$ cat config.mk
export PLATFORM = sky130hd
export DESIGN_NAME = conv_collect
export DESIGN_NICKNAME = d
export VERILOG_FILES = /design/src/rtl/conv_collect.sv
export SDC_FILE = /design/constraint.sdc
export NUM_CORES = 1
export LEC_CHECK = 0
export ABC_CLOCK_PERIOD_IN_PS = 14100
export CORE_MARGIN = 3
export CORE_UTILIZATION = 55
export DETAILED_ROUTE_END_ITERATION = 10
export PLACE_DENSITY = 0.71
export SYNTH_ARGS = -nofsm -noshare
export SYNTH_HDL_FRONTEND = slang
export SYNTH_SLANG_ARGS = --single-unit
export TNS_END_PERCENT = 10
$ cat constraint.sdc
create_clock -name clk -period 14.1 [get_ports clk]
set_clock_uncertainty 0.2 [all_clocks]
set_input_delay 2.115 -clock clk [delete_from_list [all_inputs] [get_ports clk]]
set_output_delay 2.115 -clock clk [all_outputs]
set_load 0.01 [all_outputs]
$ cat src/rtl/conv_collect.sv
// conv_collect: binarizes conv results, buffers one feature map and replays it as a serial bit stream.
// Define COLLECT_POOL_EN to apply a 2x2 binary max-pool before storage.
module conv_collect #(
    parameter int W0     = 26,
    parameter int W1     = 8,
    parameter int DW     = 5,
    parameter int THRESH = 0
) (
    input  logic          clk,
    input  logic          rstn,
    input  logic          state,
    input  logic          in_valid,
    input  logic [DW-1:0] in_data,
    input  logic          in_done,
    input  logic          stream_go,
    output logic          frame_ready,
    output logic          out_start,
    output logic          out_valid,
    output logic          out_bit,
    output logic          out_last,
    output logic [9:0]    frame_len,
    output logic          err_len,
    output logic          err_ovr
);
`ifdef COLLECT_POOL_EN
    localparam int N0 = (W0 / 2) * (W0 / 2);
    localparam int N1 = (W1 / 2) * (W1 / 2);
`else
    localparam int N0 = W0 * W0;
    localparam int N1 = W1 * W1;
`endif
    localparam int DEPTH = N0 > N1 ? N0 : N1;
    localparam logic signed [DW-1:0] TH = DW'(THRESH);

    typedef enum logic [1:0] {CAPTURE, READY, STREAM} fsm_t;

    fsm_t       st, st_nx;
    logic       mem [DEPTH];
    logic [9:0] wr_ptr, rd_ptr, n, len_nx;
    logic       layer, busy, cur_layer, bit_in, take, full, wr_en, wr_bit, done;

    assign cur_layer = busy ? layer : state;
    assign n         = cur_layer ? 10'(N1) : 10'(N0);
    assign bit_in    = $signed(in_data) >= TH;
    assign take      = st == CAPTURE && in_valid;
    assign done      = take && in_done;
    assign len_nx    = wr_ptr + {9'd0, wr_en};

`ifdef COLLECT_POOL_EN
    localparam int WM = W0 > W1 ? W0 : W1;
    localparam int CW = $clog2(WM + 1);
    localparam int RB = WM / 2 > 0 ? WM / 2 : 1;

    logic [CW-1:0] col, row, w;
    logic [RB-1:0] rb;
    logic          hbit, pair;

    assign w      = cur_layer ? CW'(W1) : CW'(W0);
    assign full   = row >= w;
    assign pair   = hbit | bit_in;
    assign wr_bit = pair | rb[col[CW-1:1]];
    assign wr_en  = take && !full && row[0] && col[0];

    // Even rows park their horizontal pair ORs; odd rows merge and store.
    always_ff @(posedge clk) begin
        if (!rstn) begin
            col  <= '0;
            row  <= '0;
            hbit <= 1'b0;
            rb   <= '0;
        end else if (done) begin
            col <= '0;
            row <= '0;
        end else if (take && !full) begin
            if (!col[0]) hbit <= bit_in;
            if (!row[0] && col[0]) rb[col[CW-1:1]] <= pair;
            if (col == w - CW'(1)) begin
                col <= '0;
                row <= row + CW'(1);
            end else begin
                col <= col + CW'(1);
            end
        end
    end
`else
    assign full   = wr_ptr >= n;
    assign wr_bit = bit_in;
    assign wr_en  = take && !full;
`endif

    always_ff @(posedge clk) if (wr_en) mem[wr_ptr] <= wr_bit;

    always_comb begin
        st_nx = st;
        if (st == CAPTURE && done && len_nx != 10'd0) st_nx = READY;
        if (st == READY && stream_go) st_nx = STREAM;
        if (out_last) st_nx = CAPTURE;
    end

    always_ff @(posedge clk) begin
        if (!rstn) begin
            st        <= CAPTURE;
            wr_ptr    <= '0;
            rd_ptr    <= '0;
            frame_len <= '0;
            layer     <= 1'b0;
            busy      <= 1'b0;
            err_len   <= 1'b0;
            err_ovr   <= 1'b0;
        end else begin
            st <= st_nx;
            if (take) begin
                busy <= 1'b1;
                if (!busy) layer <= state;
            end
            if (wr_en) wr_ptr <= wr_ptr + 10'd1;
            if (take && full) err_len <= 1'b1;
            if (done) begin
                frame_len <= len_nx;
                busy      <= 1'b0;
                wr_ptr    <= '0;
                if (len_nx != n) err_len <= 1'b1;
            end
            if (in_valid && st != CAPTURE) err_ovr <= 1'b1;
            rd_ptr <= st == STREAM ? rd_ptr + 10'd1 : '0;
        end
    end

    assign frame_ready = st == READY;
    assign out_valid   = st == STREAM;
    assign out_start   = out_valid && rd_ptr == 10'd0;
    assign out_last    = out_valid && rd_ptr == frame_len - 10'd1;
    assign out_bit     = out_valid && mem[rd_ptr];
endmodule
==> impl_metrics.ini <==
[sta]
max_freq_ghz = 0.125
fin_crit_sh_pct = 56.5
period_needed_ns = 7.97
setup_violations = 0
slew_viol_final = 0
relSlewSlack_pct = 12.3
grt_setup_unrepaired = no
worst-slew-pin-transition_ns = 1.31
tns_ns = 0
fin_hold_ws_ns = 0.278
hold_viol = 0

[power_and_ir_drop]
leakagePower_nw = 10.1
pwr-share-clk_pct = 42.6
cell_internal_pwr_w = 0.00339
switching_share_pct = 20.3
pwr-share-seq_pct = 54.7
max-vdd-ir-drop_v = 0.0000826
powerDensity_nw_per_um2 = 123
p_sw_w = 0.000864
p_total_w = 0.00425
comb_power_share_pct = 2.7

[logic_synthesis]
synth.yosys.seq_area_share_pct = 66.4
ys.flop_type = edfxtp_1
synthCells = 2334
synth_edf_count = 676
synth_area_um2 = 31600
yosys_register_bits = 712
syn_nets = 2359
ys.warnings.count = 0
synthDistinctLibCells = 67
async_flop_share_pct = 0
syn_avg_cell_area_um2 = 13.6

[worst_setup_path]
slowest_delay_ns = 0.76
critPathArrivalTime_ns = 5.65
cp.required_ns = 11.78
worstSetupEndpointType = output pin
setup.worst_path.start_class = register
path_max_fanout = 100
crit_chain = buf_12 -> buf_4 -> mux4_2 -> a22oi_1 -> nand2_1 -> a2111oi_2 -> nand3_1 -> nand3b_1 -> a32oi_1 -> o21a_1 -> clkdlybuf4s50_1
crit_path_top_delay_cell = dfxtp_4
path_class = reg -> out

[placement]
gp_congestion = 0.867
dp_hpwl_um = 44200
io_buffer_count = 23
placed_cell_area_um2 = 32300

[clock_tree]
post_cts_resized = 0
cts_buffer_depth = 3
cts-root-buf = clkbuf_16
cts_tree = done
insertion_delay_ns = 0.61
ctsHtreeMaxLevel = 3
ctsHoldBuffers = 0
cts_setup_buffers = 0
cts.sinks = 712
numCtsBuffers = 72
path_clk_slew_ns = 0.06

[final_layout]
drive_above_1_share_pct = 13.8
syn2layout_area_growth_pct = 8.97
finalInstanceArea_um2 = 34500
fillCellCount = 4250
multi_input_area_um2 = 9580
final_util_pct = 60.8
diodes = 0
layout.nets = 2289
seq_area_um2 = 21000

[route]
avgRoutedWirePerCell_um = 25.6
routed_wl_um = 78600
routed_via_density = 6.34
num_vias = 19500
dr.pass1.iters = 5
drc = 0
ant_nets = 0
drtIter0Drc = 2524

[grt]
grt_pass1_wl_um = 117000
grt_pass1_vias = 18900
overflow = 0
antenna_found_initial = 1
grt_usage_pct = 26.3
grt_start_max_net_pins = 162

[floorplan]
coreArea_um2 = 56700
initial_utilization_pct = 55.8
ios = 28
die_y_um = 246
rows = 87
die_w_um = 246
dieArea_um2 = 60500

[job]
cap_violations = 0

[hold_path]
worstHoldPathType = reg -> reg

[run_status]
status = finished, final reports clean
-- area by class of cell --
class                   instances  area share [%]
flip-flops and latches        712            61.0
multi-input cells            1383            27.8
clock buffers                  92            5.75
well taps                     756            2.74
repair buffers                 76            1.86
clock inverters                37           0.675
inverters                      19           0.229
-- state kept, by name, summed over array words and instances, names as in the netlist --
name and flops:
st 2, err_ovr 1, layer 1, rd_ptr 10, mem 676, busy 1
err_len 1, wr_ptr 10, frame_len 10
-- synthesized netlist by cell type (all sizes together) (7+ instances only) --
| master | instances | area [um2] |
|---|---|---|
| dfxtp | 36 | 721 |
| xor2 | 9 | 78.8 |
| nor2 | 726 | 2730 |
| nand2 | 97 | 364 |
| nand2b | 7 | 43.8 |
| nand4 | 10 | 62.6 |
| mux2 | 7 | 78.8 |
| a221oi | 10 | 87.6 |
| edfxtp | 676 | 20300 |
| a211oi | 9 | 72.6 |
| xnor2 | 22 | 193 |
| nor2b | 17 | 106 |
| clkbuf | 168 | 631 |
| a31oi | 7 | 43.8 |
| and3 | 7 | 43.8 |
| nand3 | 51 | 255 |
| mux4 | 146 | 3310 |
| o21ai | 20 | 100 |
| a22oi | 29 | 218 |
| ha | 14 | 175 |
| a21oi | 24 | 120 |
| inv | 16 | 60.1 |
| o211a | 11 | 110 |
| buf | 52 | 408 |
| mux2i | 51 | 510 |
| nor3 | 20 | 100 |
-- worst max-delay path: cells and delay by family (launching register included) --
family / cells / cell delay [ns]
buffers and inverters: 3 / 1.92
AO/OA/AOI/OAI: 4 / 1.16
flip-flops: 1 / 0.76
multiplexers: 1 / 0.60
AND/OR/NAND/NOR: 3 / 0.46
-- layout by cell type, fill, tap and decap left out, types with 20 or more instances in the layout --
cell type,instances
edfxtp_1,676
a22oi_1,29
nand3_1,40
xnor2_1,22
dfxtp_1,33
nor2_1,726
mux2i_1,51
nand2_1,97
clkbuf_16,77
buf_4,52
clkinv_1,20
a21oi_1,24
clkdlybuf4s50_1,23
mux4_2,139
-- power by group through the flow --
stage / logic (W) / clock network (W) / registers, W
floorplan: 0.0000760 / 0 / 0.00239
global placement: 0.000108 / 0 / 0.00237
detailed placement: 0.000113 / 0 / 0.00237
CTS: 0.000113 / 0.00183 / 0.00232
global route: 0.000123 / 0.00191 / 0.00232
finish: 0.000114 / 0.00181 / 0.00232
-- per-stage QoR --
stage | worst slack [ns] | instances
3_5_place_dp | 6.75 | 2946
2_1_floorplan | 2.87 | 2334
5_1_grt | 5.77 | 3075
3_3_place_gp | 6.70 | 2946
6_report | 6.13 | 3075
4_1_cts | 6.09 | 3075
-- per-layer routing --
layer | wire length [um] | part of all wire [%] | vias up | global-route usage [%]
met5 | 0 | 0 | - | 0
met4 | 3090 | 3.9 | 0 | 10.6
met1 | 29800 | 38 | 9923 | 36.4
li1 | - | - | 8368 | -
met2 | 37300 | 47 | 1021 | 41.7
met3 | 8500 | 11 | 176 | 5.09
-- kinds of logic (layout without fill, tap and decap cells) --
kind of cell             count (synthesis)  in the layout  synth area share [%]
XOR/XNOR                                31             31                 0.858
AO/OA/AOI/OAI                          166            166                  3.84
AND/OR/NAND/NOR                        968            968                  12.5
adder cells (fa/ha/maj)                 14             14                 0.553
multiplexers                           204            204                  12.3
buffers and inverters                  239            224                  3.51
flip-flops                             712            712                  66.4
-- path summary, 6_finish.rpt --
check	startpoint	end	slack [ns]	depth (start not counted)
max reg2reg	busy$_SDFFE_PP0P_	mem[59]$_DFFE_PP_	9.37	11
min reg2reg	err_len$_SDFF_PN0_	err_len$_SDFF_PN0_	0.28	1
max	rd_ptr[0]$_SDFF_PN0_	out_bit	6.13	11
min	err_len$_SDFF_PN0_	err_len$_SDFF_PN0_	0.28	1
No activity file was read; power rests on OpenSTA's default activity.
